`config.mk`:
```
export PLATFORM = sky130hd
export DESIGN_NAME = error_window_monitor
export DESIGN_NICKNAME = d
export VERILOG_FILES = /design/src/rtl/error_window_monitor.sv
export SDC_FILE = /design/constraint.sdc
export NUM_CORES = 1
export LEC_CHECK = 0
export ABC_CLOCK_PERIOD_IN_PS = 2300
export CAP_MARGIN = 20
export CORE_ASPECT_RATIO = 2
export CORE_MARGIN = 1
export CORE_UTILIZATION = 55
export CTS_CLUSTER_SIZE = 16
export DETAILED_ROUTE_END_ITERATION = 8
export DONT_BUFFER_PORTS = 1
export GPL_ROUTABILITY_DRIVEN = 1
export PLACE_DENSITY_LB_ADDON = 0.08
export SLEW_MARGIN = 5
export SYNTH_ARGS = -nofsm -noshare
export SYNTH_HDL_FRONTEND = slang
export SYNTH_SLANG_ARGS = --single-unit
```
`constraint.sdc`:
```
create_clock -name clk -period 2.3 [get_ports clk]
set_input_delay 0.115 -clock clk [delete_from_list [all_inputs] [get_ports clk]]
set_output_delay 0.115 -clock clk [all_outputs]
set_load 0.02 [all_outputs]
```
`src/rtl/error_window_monitor.sv`:
```
// Settle-then-observe mismatch qualifier with one valid/ready verdict per window.
// Optional sticky FAIL latch: define ERR_WINDOW_STICKY_EN.
module error_window_monitor #(
  parameter int DATA_WIDTH    = 8,
  parameter int WINDOW_LEN    = 16,
  parameter int SETTLE_CYCLES = 4,
  parameter int ERR_THRESHOLD = 2
) (
  input  logic                  clk,
  input  logic                  rst_n,
  input  logic                  i_Enable,
  input  logic                  i_Error_Flag,
  input  logic                  i_Div_Change,
  input  logic                  i_Ready,
  input  logic                  i_Clear,
  output logic                  o_Valid,
  output logic                  o_Verdict,
  output logic [DATA_WIDTH-1:0] o_Err_Count,
  output logic                  o_Busy,
  output logic                  o_Sticky_Err
);

  localparam int MAXC = (WINDOW_LEN > SETTLE_CYCLES) ?
                        WINDOW_LEN : SETTLE_CYCLES;
  localparam int TW = $clog2(MAXC + 1);
  localparam logic [TW-1:0] SET_LAST = TW'(SETTLE_CYCLES - 1);
  localparam logic [TW-1:0] WIN_LAST = TW'(WINDOW_LEN - 1);
  localparam logic [DATA_WIDTH:0] THR =
    (DATA_WIDTH + 1)'(ERR_THRESHOLD);

  typedef enum logic [1:0] {
    IDLE,
    SETTLE,
    OBSERVE,
    REPORT
  } state_t;

  state_t                state;
  logic [TW-1:0]         tmr;
  logic [DATA_WIDTH-1:0] err_cnt;
  logic [DATA_WIDTH-1:0] err_nxt;
  logic                  go_settle;

  assign err_nxt = (i_Error_Flag && (err_cnt != '1)) ?
                   err_cnt + 1'b1 : err_cnt;

  // Any path back into SETTLE: start, divider change, or accepted verdict.
  assign go_settle = (state == IDLE) |
                     ((state != IDLE) & i_Div_Change) |
                     ((state == REPORT) & i_Ready);

  always_ff @(posedge clk or negedge rst_n) begin
    if (!rst_n) begin
      state       <= IDLE;
      tmr         <= '0;
      err_cnt     <= '0;
      o_Valid     <= 1'b0;
      o_Verdict   <= 1'b0;
      o_Err_Count <= '0;
      o_Busy      <= 1'b0;
    end else if (!i_Enable) begin
      state       <= IDLE;
      tmr         <= '0;
      err_cnt     <= '0;
      o_Valid     <= 1'b0;
      o_Verdict   <= 1'b0;
      o_Err_Count <= '0;
      o_Busy      <= 1'b0;
    end else if (go_settle) begin
      state       <= SETTLE;
      tmr         <= '0;
      err_cnt     <= '0;
      o_Valid     <= 1'b0;
      o_Verdict   <= 1'b0;
      o_Err_Count <= '0;
      o_Busy      <= 1'b1;
    end else begin
      unique case (state)
        SETTLE: begin
          if (tmr == SET_LAST) begin
            state <= OBSERVE;
            tmr   <= '0;
          end else begin
            tmr <= tmr + 1'b1;
          end
        end
        OBSERVE: begin
          if (tmr == WIN_LAST) begin
            state       <= REPORT;
            tmr         <= '0;
            err_cnt     <= '0;
            o_Valid     <= 1'b1;
            o_Busy      <= 1'b0;
            o_Err_Count <= err_nxt;
            o_Verdict   <= ({1'b0, err_nxt} >= THR);
          end else begin
            err_cnt <= err_nxt;
            tmr     <= tmr + 1'b1;
          end
        end
        default: ;
      endcase
    end
  end

`ifdef ERR_WINDOW_STICKY_EN
  logic fail_hs;

  assign fail_hs = i_Enable & ~i_Div_Change &
                   (state == REPORT) & i_Ready & o_Verdict;

  always_ff @(posedge clk or negedge rst_n) begin
    if (!rst_n)
      o_Sticky_Err <= 1'b0;
    else if (i_Clear)
      o_Sticky_Err <= 1'b0;
    else if (fail_hs)
      o_Sticky_Err <= 1'b1;
  end
`else
  logic unused_clear;

  assign unused_clear = i_Clear;
  assign o_Sticky_Err = 1'b0;
`endif

endmodule

```
==> flow_summary_export.csv, run 1 <==
group,metric,value,unit
synth,synth.top_cell.area_share,0.390,
power_and_ir_drop,power,784,µW
sta,fin_tns_setup,0,ns
grt,grt_max_degree,27,
synth,syn_nets,195,
synth,synthMuxAreaShare,0.0135,
synth,async_flop_share,1.00,
layout,n_antenna_cell,0,
setup_path,crit_path_end_kind,"register",
cts,clock_path_buffers,2,
setup_path,crit_arrival,2.25,ns
cts,cts_root_buffer,"clkbuf_8",
cts,cts_resized,0,
run,maxCapViolCount,0,
cts,hold_buffers,3,
synth,yosys_warnings,0,
placed_design,post-place-cells,203,
synth,synth.lib_cells_used.distinct,51,
cts,worstSkewPairLatency,0.27,ns
grt,grt_usage,0.247,
die,die_h,79.9,µm
sta,hold_violations,0,
cts,cts_tree,"yes",
cts,cts_setup_buffers,0,
synth,synth_edf_count,0,
sta,fin_crit,2.04,ns
setup_path,worst_setup_path_start_kind,"register",
routing,antenna_left,0,
die,die_x,40.9,µm
synth,synth_most_common_cell,"dfrtp_1",
placed_design,dpl_cell_area,0.00167,mm²
layout,final_area,0.00175,mm²
sta,fin_worst_skew,0.00308,ns
sta,rsz0062_at_grt,"no",
setup_path,crit_type,"register to register",
layout,drive_gt1_frac,0.156,
die,dieArea,0.00327,mm²
layout,nets,197,
synth,syn_area_per_cell,9.26,µm²
power_and_ir_drop,powerDensity,448,mW/mm²
setup_path,cp_max_fo,9,
setup_path,critical_path_required,2.51,ns
routing,wl,3490,µm
synth,ys_ff_latch,26,
synth,ys_seq_area_frac,0.390,
synth,synth_top_family_by_area,"compound AO/OA/AOI/OAI gates",
sta,finalCritPeriodShare,0.887,
die,start_util,0.594,
synth,synthTopCellsByCount,"26 x dfrtp_1, 22 x nor2_1, 14 x nand2_1, 11 x inv_1, 9 x a21oi_1",
grt,antenna_found_initial,0,
synth,synth_compound_area_frac,0.235,
routing,post_drt_wl_per_cell,16.7,µm
sta,setup_violations,0,
routing,route.detailed.drc,0,
routing,vias,1305,
min_path,hp-class,"primary input to register",
synth,synthXorXnorAreaFrac,0.0263,
routing,vias_per_cell,6.24,
synth,synthTopCellsByArea,"dfrtp_1 39%, ha_1 6.0%, nor2_1 5.0%",
synth,synth-adder-area-share,0.0601,
layout,post-route-util,0.624,
grt,grt_pass1_wl,5610,µm
cts,cts.sink_count,26,
cts,numCtsBuffers,3,
routing,dr.pass1.iters,4,
power_and_ir_drop,peakVddDrop,378,µV
synth,synthFlopType,"dfrtp_1",
cts,clk_pin_slew,0.08,ns
sta,fmax,490,MHz
power_and_ir_drop,p_leak,0.677,nW
grt,grt_pass1_vias,1258,
placed_design,gp_congestion,0.789,
placed_design,place.detailed.hpwl,2620,µm
die,std_cell_rows,27,
outcome,status,"complete, no violations",
layout,area_growth,5.03,%
synth,synth_area,0.00167,mm²
die,core-area,0.00280,mm²
placed_design,io_buffer_count,0,
die,io_pins,19,
cts,cts-htree-levels,1,
synth,netlist_instances,180,
sta,slew_viol_final,0,
synth,synth_top_cell_by_area,"dfrtp_1",
routing,first_iter_violations,19,
grt,overflow,0,
layout,finalNonFillerCells,209,
synth,synth-simple-area-share,0.203,
## routing by layer
metal	share of wire	global-route usage	vias to the layer above
li1	-	-	632
met1	0.37	0.273	639
met2	0.58	0.436	29
met3	0.033	0.0279	5
met4	0.017	0.0967	0
met5	0	0	-
## stage by stage
step | setup slack (ns) | hold WS, ns
2_1_floorplan | 0.384 | -0.181
3_3_place_gp | 0.345 | -0.180
3_5_place_dp | 0.276 | -0.180
4_1_cts | 0.260 | 0.00857
5_1_grt | 0.157 | 0.00408
6_report | 0.260 | 0.0147
## critical path, cell delays in order (launching register included)
cell and delay [ns]:
dfrtp_1 0.42, ha_1 0.25, nand3_1 0.13, inv_1 0.06
ha_1 0.31, and2_1 0.20, or3_4 0.38, a21oi_1 0.13
a21o_1 0.09
## layout make-up
cell class,instances,area [µm²]
tap,29,36.3
sequential,26,651
timing repair buffer,8,77.6
multi-input combinational,131,900
fill,246,1050
clock buffer,3,41.3
inverter,12,45.0
## where the power goes
group,total [mW],switching (mW),internal [mW],leakage [nW]
logic,0.0693,0.0414,0.0279,0.296
clock network,0.248,0.131,0.117,0.0216
registers,0.467,0.00589,0.461,0.359
## cell usage in the layout, fill, tap and decap left out, drive strengths merged, types with 3 or more instances in the layout
| cell | count |
|---|---|
| a211oi | 9 |
| a21boi | 3 |
| a21oi | 10 |
| a31oi | 3 |
| buf | 6 |
| clkbuf | 3 |
| dfrtp | 26 |
| ha | 8 |
| inv | 12 |
| nand2 | 15 |
| nand2b | 4 |
| nand3 | 5 |
| nor2 | 22 |
| nor3 | 3 |
| nor4 | 3 |
| o21ai | 10 |
| xnor2 | 5 |
## flip-flops by register name (all words and copies together) (netlist names)
name,cells
tmr,5
o_Verdict,1
o_Valid,1
err_cnt,8
o_Busy,1
o_Err_Count,8
state,2
## path summary, 6_finish.rpt
check                      slack, ns        endpoint          from  cells after the start
max                             0.26          tmr[3]        tmr[0]                      8
min                             0.01        state[0]  i_Div_Change                      2
max in group asynchronous       1.88  o_Err_Count[4]         rst_n                      2
min reg2reg                     0.54          tmr[1]        tmr[1]                      1
max reg2reg                     0.26          tmr[3]        tmr[0]                      8
min in group asynchronous       0.28          tmr[2]         rst_n                      2
## logic make-up (layout without fill, tap and decap cells)
| logic type | count (synthesis) | in the layout |
|---|---|---|
| other | 1 | 1 |
| AOI/OAI and AO/OA | 49 | 49 |
| buffers and inverters | 23 | 23 |
| xor gates and xnor gates | 5 | 5 |
| DFF | 26 | 26 |
| adders and majority gates | 8 | 8 |
| muxes | 2 | 2 |
| and+or+nand+nor | 66 | 66 |
Power figures use the tool's default switching activity.
==> run 2: changes to the inputs <==
--- a/config.mk
+++ b/config.mk
@@ -5,6 +5,7 @@
 export SDC_FILE = /design/constraint.sdc
 export NUM_CORES = 1
 export LEC_CHECK = 0
+export ABC_AREA = 1
 export ABC_CLOCK_PERIOD_IN_PS = 2300
 export CAP_MARGIN = 20
 export CORE_ASPECT_RATIO = 2
==> run 2 against run 1 <==
Against the previous run:
- first-iteration DRC count down 68%
- critical endpoint is now o_Err_Count[5]
- power up 0.18%
- synthesized area down 9.7%
- count of clock-buffer cells in the layout unchanged
- highest routed layer unchanged
==> flow_summary_export.csv, run 2 <==
group,metric,value,unit
outcome,status,"complete, no violations",
sta,fin_tns_setup,0,ns
synth,syn_nets,201,
setup_path,worst_setup_path_start_kind,"register",
routing,dr.pass1.iters,3,
routing,post_drt_wl_per_cell,14.0,µm
cts,cts_tree,"yes",
routing,antenna_left,0,
routing,first_iter_violations,6,
setup_path,critical_path_required,2.43,ns
power_and_ir_drop,power,786,µW
sta,setup_violations,0,
setup_path,crit_arrival,2.10,ns
sta,rsz0062_at_grt,"no",
grt,grt_usage,0.233,
die,die_h,76.0,µm
grt,gr-max-usage-layer,"met2",
cts,cts_root_buffer,"clkbuf_8",
placed_design,post-place-cells,213,
cts,cts-htree-levels,1,
die,std_cell_rows,26,
placed_design,io_buffer_count,0,
sta,fin_crit,1.96,ns
die,io_pins,19,
sta,slew_viol_final,0,
die,core-area,0.00257,mm²
setup_path,crit_path_end_kind,"register",
grt,antenna_found_initial,0,
layout,nets,207,
layout,top_regs,"err_cnt (8), o_Err_Count (8), tmr (5)",
synth,syn_area_per_cell,8.09,µm²
die,die_x,39.0,µm
power_and_ir_drop,peakVddDrop,430,µV
power_and_ir_drop,p_leak,0.741,nW
synth,synthTopCellsByCount,"45 x nand2_1, 30 x inv_1, 26 x dfrtp_1, 10 x nand3_1, 9 x o21ai_0",
die,dieArea,0.00296,mm²
synth,synth_top_cell_by_area,"dfrtp_1",
cts,clock_path_buffers,2,
sta,fin_worst_skew,0.00848,ns
synth,synth.lib_cells_used.distinct,26,
layout,n_antenna_cell,0,
cts,cts_resized,0,
routing,vias_per_cell,5.39,
synth,synth.top_cell.area_share,0.432,
layout,post-route-util,0.624,
grt,grt_pass1_vias,1104,
grt,met1_usage,0.269,
synth,synthTopCellsByArea,"dfrtp_1 43%, nand2_1 11%, inv_1 7.5%",
power_and_ir_drop,powerDensity,490,mW/mm²
grt,overflow,0,
synth,synthFlopType,"dfrtp_1",
cts,worstSkewPairLatency,0.27,ns
synth,ys_ff_latch,26,
synth,synth_area,0.00151,mm²
layout,layout_common_cells,"45 x nand2_1, 30 x inv_1, 26 x dfrtp_1",
cts,cts.sink_count,26,
setup_path,cp_max_fo,9,
sta,finalCritPeriodShare,0.854,
run,maxCapViolCount,0,
routing,vias,1174,
placed_design,gp_congestion,0.743,
layout,finalNonFillerCells,218,
synth,synth_edf_count,0,
grt,grt_max_degree,27,
synth,async_flop_share,1.00,
routing,wl,3050,µm
layout,drive_gt1_frac,0.111,
sta,fmax,509,MHz
setup_path,crit_type,"register to register",
grt,met2_usage,0.420,
cts,clk_pin_slew,0.09,ns
layout,mostFrequentLayoutCell,"nand2_1",
cts,numCtsBuffers,3,
synth,ys_seq_area_frac,0.432,
min_path,hp-class,"primary input to register",
routing,route.detailed.drc,0,
sta,whs,0.0312,ns
sta,hold_violations,0,
layout,area_growth,6.57,%
synth,netlist_instances,186,
die,start_util,0.586,
grt,grt_use_met3,0.0175,
grt,grt_pass1_wl,4930,µm
synth,synth_most_common_cell,"nand2_1",
synth,yosys_warnings,0,
placed_design,place.detailed.hpwl,2410,µm
==> run 2: changes by cell type after synthesis, sizes merged, moves of 8 or more <==
| cell | before | now |
|---|---|---|
| nand2 | 15 | 50 |
| inv | 12 | 33 |
| a211oi | 9 | 0 |
| nor2 | 22 | 14 |
==> run 2: critical path, stage by stage (launching register included) <==
cell      delay, ns
dfrtp_1        0.41
ha_1           0.20
inv_1          0.06
nor3_1         0.23
ha_1           0.26
nand2_1        0.10
nand2_1        0.10
clkinv_1       0.26
nand2_1        0.12
o21ai_0        0.09
==> run 2: logic make-up (layout without fill, tap and decap cells) <==
family | count (synthesis) | count (layout) | share of synthesized area
adder cells (fa/ha/maj) | 8 | 8 | 0.0665
AO/OA/AOI/OAI | 33 | 33 | 0.126
AND/OR/NAND/NOR | 80 | 80 | 0.266
buffers and inverters | 35 | 39 | 0.0898
other | 1 | 1 | 0.00249
XOR/XNOR | 3 | 3 | 0.0175
flip-flops | 26 | 26 | 0.432
==> run 2: per-layer routing <==
| layer | wire, µm | part of all wire |
|---|---|---|
| met2 | 1790 | 0.59 |
| met1 | 1160 | 0.38 |
| met5 | 0 | 0 |
| met3 | 40 | 0.013 |
| met4 | 61 | 0.020 |
==> run 2: final timing paths <==
check	startpoint	to	slack, ns	depth (start not counted)
worst max-delay path	tmr[0]	o_Err_Count[5]	0.34	9
max in group asynchronous	rst_n	state[0]	1.87	2
worst min-delay path	i_Enable	o_Busy	0.03	2
worst min register to register	tmr[1]	tmr[1]	0.53	2
worst max register to register	tmr[0]	o_Err_Count[5]	0.34	9
min in group asynchronous	rst_n	tmr[4]	0.27	2
==> run 2: layout make-up <==
class / instances / area [µm²]
clock buffer: 3 / 41.3
fill: 229 / 966
inverter: 34 / 128
multi-input combinational: 125 / 719
sequential: 26 / 651
tap: 28 / 35.0
timing repair buffer: 2 / 30.0
==> run 2: what timing repair did <==
action / 4_1_cts / 5_1_grt
setup buffers: 0 / 0
endpoints found under the hold margin: 26 / 0
hold buffers: 2 / 0
==> run 2: per-stage QoR <==
| step | instance area [µm²] | setup WS [ns] |
|---|---|---|
| 6_report | 1600 | 0.336 |
| 5_1_grt | 1600 | 0.142 |
| 4_1_cts | 1600 | 0.316 |
| 3_5_place_dp | 1530 | 0.345 |
| 3_3_place_gp | 1530 | 0.408 |
| 2_1_floorplan | 1510 | 0.724 |
==> run 2: where the power goes <==
| group | switching (mW) | internal [mW] | total [mW] |
|---|---|---|---|
| clock network | 0.133 | 0.117 | 0.250 |
| logic | 0.0470 | 0.0211 | 0.0681 |
| registers | 0.00587 | 0.461 | 0.467 |
==> run 3: changes to the inputs <==
--- a/config.mk
+++ b/config.mk
@@ -9,13 +9,13 @@
 export ABC_CLOCK_PERIOD_IN_PS = 2300
 export CAP_MARGIN = 20
 export CORE_ASPECT_RATIO = 2
-export CORE_MARGIN = 1
+export CORE_MARGIN = 3
 export CORE_UTILIZATION = 55
 export CTS_CLUSTER_SIZE = 16
 export DETAILED_ROUTE_END_ITERATION = 8
 export DONT_BUFFER_PORTS = 1
 export GPL_ROUTABILITY_DRIVEN = 1
-export PLACE_DENSITY_LB_ADDON = 0.08
+export PLACE_DENSITY = 0.79
 export SLEW_MARGIN = 5
 export SYNTH_ARGS = -nofsm -noshare
 export SYNTH_HDL_FRONTEND = slang
==> run 3 against run 2 <==
Against the previous run:
- setup slack improved by 0.0071 ns
- routed wire length up 1.2%
- global-route usage shrank 3.0 points
- worst hold slack got worse by 0.0088 ns
- highest routed layer unchanged
==> flow_summary_export.csv, run 3 (same netlist as run 2, synthesis figures left out) <==
group,metric,value,unit
setup_path,crit_family,"simple AND/OR/NAND/NOR gates",
min_path,min_to,"o_Busy",
layout,layout_common_cells,"45 x nand2_1, 30 x inv_1, 26 x dfrtp_1",
routing,wl,3090,µm
layout,multi_input_area,719,µm²
layout,nets,207,
routing,route.detailed.drc,0,
routing,vias,1225,
setup_path,worst_setup_path_start_kind,"register",
placed_design,dpl_cell_area,0.00153,mm²
routing,routed.top_layer,"met4",
sta,finalCritPeriodShare,0.851,
power_and_ir_drop,p_leak,0.748,nW
sta,fin_crit,1.96,ns
layout,final_area,0.00162,mm²
layout,n_fill_cell,223,
cts,cts_root_buffer,"clkbuf_8",
setup_path,cp_slowest_cell,"dfrtp_1",
power_and_ir_drop,powerDensity,512,mW/mm²
layout,top_regs,"err_cnt (8), o_Err_Count (8), tmr (5)",
sta,setup_violations,0,
placed_design,gp_congestion,0.889,
grt,grt_pass1_vias,1270,
min_path,hp-class,"primary input to register",
grt,grt_pass1_wl,5380,µm
grt,overflow,0,
outcome,status,"complete, no violations",
sta,fmax,511,MHz
power_and_ir_drop,peakVddDrop,502,µV
die,std_cell_rows,26,
setup_path,crit_chain,"ha_1 -> inv_1 -> nor3_1 -> ha_1 -> nand2_1 -> nand2_1 -> clkinv_1 -> nand2_1 -> o21ai_0",
setup_path,critPathBufInv,2,
setup_path,slowest_delay,0.40,ns
sta,fin_tns_setup,0,ns
power_and_ir_drop,pwr-share-clk,0.353,
setup_path,crit_top_cell,"nand2_1",
cts,worstSkewPairLatency,0.27,ns
die,die_h,80.0,µm
placed_design,io_buffer_count,0,
run,maxCapViolCount,0,
routing,post_drt_wl_per_cell,14.1,µm
routing,antenna_left,0,
setup_path,reg2reg_to,"o_Err_Count[3]",
grt,grt_max_degree,27,
setup_path,crit_path_end_kind,"register",
sta,rsz0062_at_grt,"no",
layout,area_growth,7.48,%
power_and_ir_drop,switchingPower,192,µW
cts,cts_tree,"yes",
power_and_ir_drop,power_frac_comb,0.083,
setup_path,cp_max_fo,9,
die,dieArea,0.00344,mm²
power_and_ir_drop,p_int,636,µW
cts,cts-htree-levels,1,
grt,grt_usage,0.203,
min_path,hold_path_depth,2,
cts,clock_path_buffers,2,
sta,slew_viol_final,0,
setup_path,r2r_slack,0.34,ns
layout,n_antenna_cell,0,
min_path,hp-start,"i_Enable",
cts,cts.sink_count,26,
die,die_x,43.0,µm
setup_path,crit_arrival,2.10,ns
layout,mostFrequentLayoutCell,"nand2_1",
die,core-area,0.00257,mm²
cts,numCtsBuffers,3,
setup_path,reg2reg_depth,9,
setup_path,critical_path_required,2.45,ns
sta,hold_violations,0,
layout,drive_gt1_frac,0.115,
routing,wl_met3,88,µm
die,io_pins,19,
sta,fin_worst_skew,0.00310,ns
power_and_ir_drop,swShare,0.232,
setup_path,r2r-start,"tmr[0]",
routing,vias_per_cell,5.59,
routing,dr.pass1.iters,6,
layout,seq_area,651,µm²
routing,first_iter_violations,12,
power_and_ir_drop,seqPwrFrac,0.564,
cts,clk_pin_slew,0.09,ns
grt,antenna_found_initial,0,
setup_path,crit_type,"register to register",
power_and_ir_drop,power,828,µW
die,start_util,0.586,
routing,met1_length,1150,µm
cts,cts_resized,0,
routing,wl_met2,1710,µm
placed_design,place.detailed.hpwl,2430,µm
## run 3: changes by cell type in the layout (fill, tap and decap cells not counted), sizes merged
cell | before | now
clkbuf | 3 | 4
## run 3: metal layers
metal	vias to the layer above	track usage
li1	609	-
met1	573	0.199
met2	31	0.378
met3	12	0.0293
met4	0	0.127
met5	-	0
## run 3: cell type report
type                    instances  share of cell area
flip-flops and latches         26               0.402
repair buffers                  2              0.0186
multi-input cells             125               0.445
well taps                      28              0.0217
clock buffers                   4              0.0340
inverters                      34              0.0789
## run 3: power groups by stage
stage	combinational, mW	sequential (mW)	clock, mW
after floorplan	0.0442	0.476	0
after global placement	0.0522	0.476	0
after detailed placement	0.0541	0.477	0
after CTS	0.0691	0.468	0.300
after global routing	0.0789	0.468	0.314
final	0.0686	0.467	0.292
## run 3: worst register-to-register path: stages (launching register included)
cell and delay (ns):
dfrtp_1 0.40, ha_1 0.20, inv_1 0.06, nor3_1 0.20, ha_1 0.24, nand2_1 0.11
nand2_1 0.11, clkinv_1 0.27, nand2_1 0.15, o21ai_0 0.09
## run 3: what timing repair did
action	4_1_cts	5_1_grt
buffers inserted	0	0
endpoints found under the hold margin	26	0
hold buffers	2	0
## run 3: how the worst max path moves through the flow
stage / startpoint / end / slack [ns] / cells after the start
after global placement: tmr[0] / o_Err_Count[5] / 0.43 / 9
after detailed placement: tmr[0] / o_Err_Count[3] / 0.37 / 9
after CTS: tmr[0] / o_Err_Count[3] / 0.35 / 9
after floorplan: tmr[0] / o_Err_Count[0] / 0.72 / 9
after global routing: tmr[0] / o_Err_Count[3] / 0.09 / 9
final: tmr[0] / o_Err_Count[3] / 0.34 / 9
## run 3: stage by stage
stage | hold WS (ns) | util | std cells | worst slack [ns]
after floorplan | -0.181 | - | 186 | 0.724
after global placement | -0.180 | 0.596 | 213 | 0.428
after detailed placement | -0.180 | 0.596 | 213 | 0.368
after CTS | 0.0194 | 0.630 | 219 | 0.347
after global routing | 0.0193 | 0.630 | 219 | 0.0917
final | 0.0224 | 0.630 | 219 | 0.343
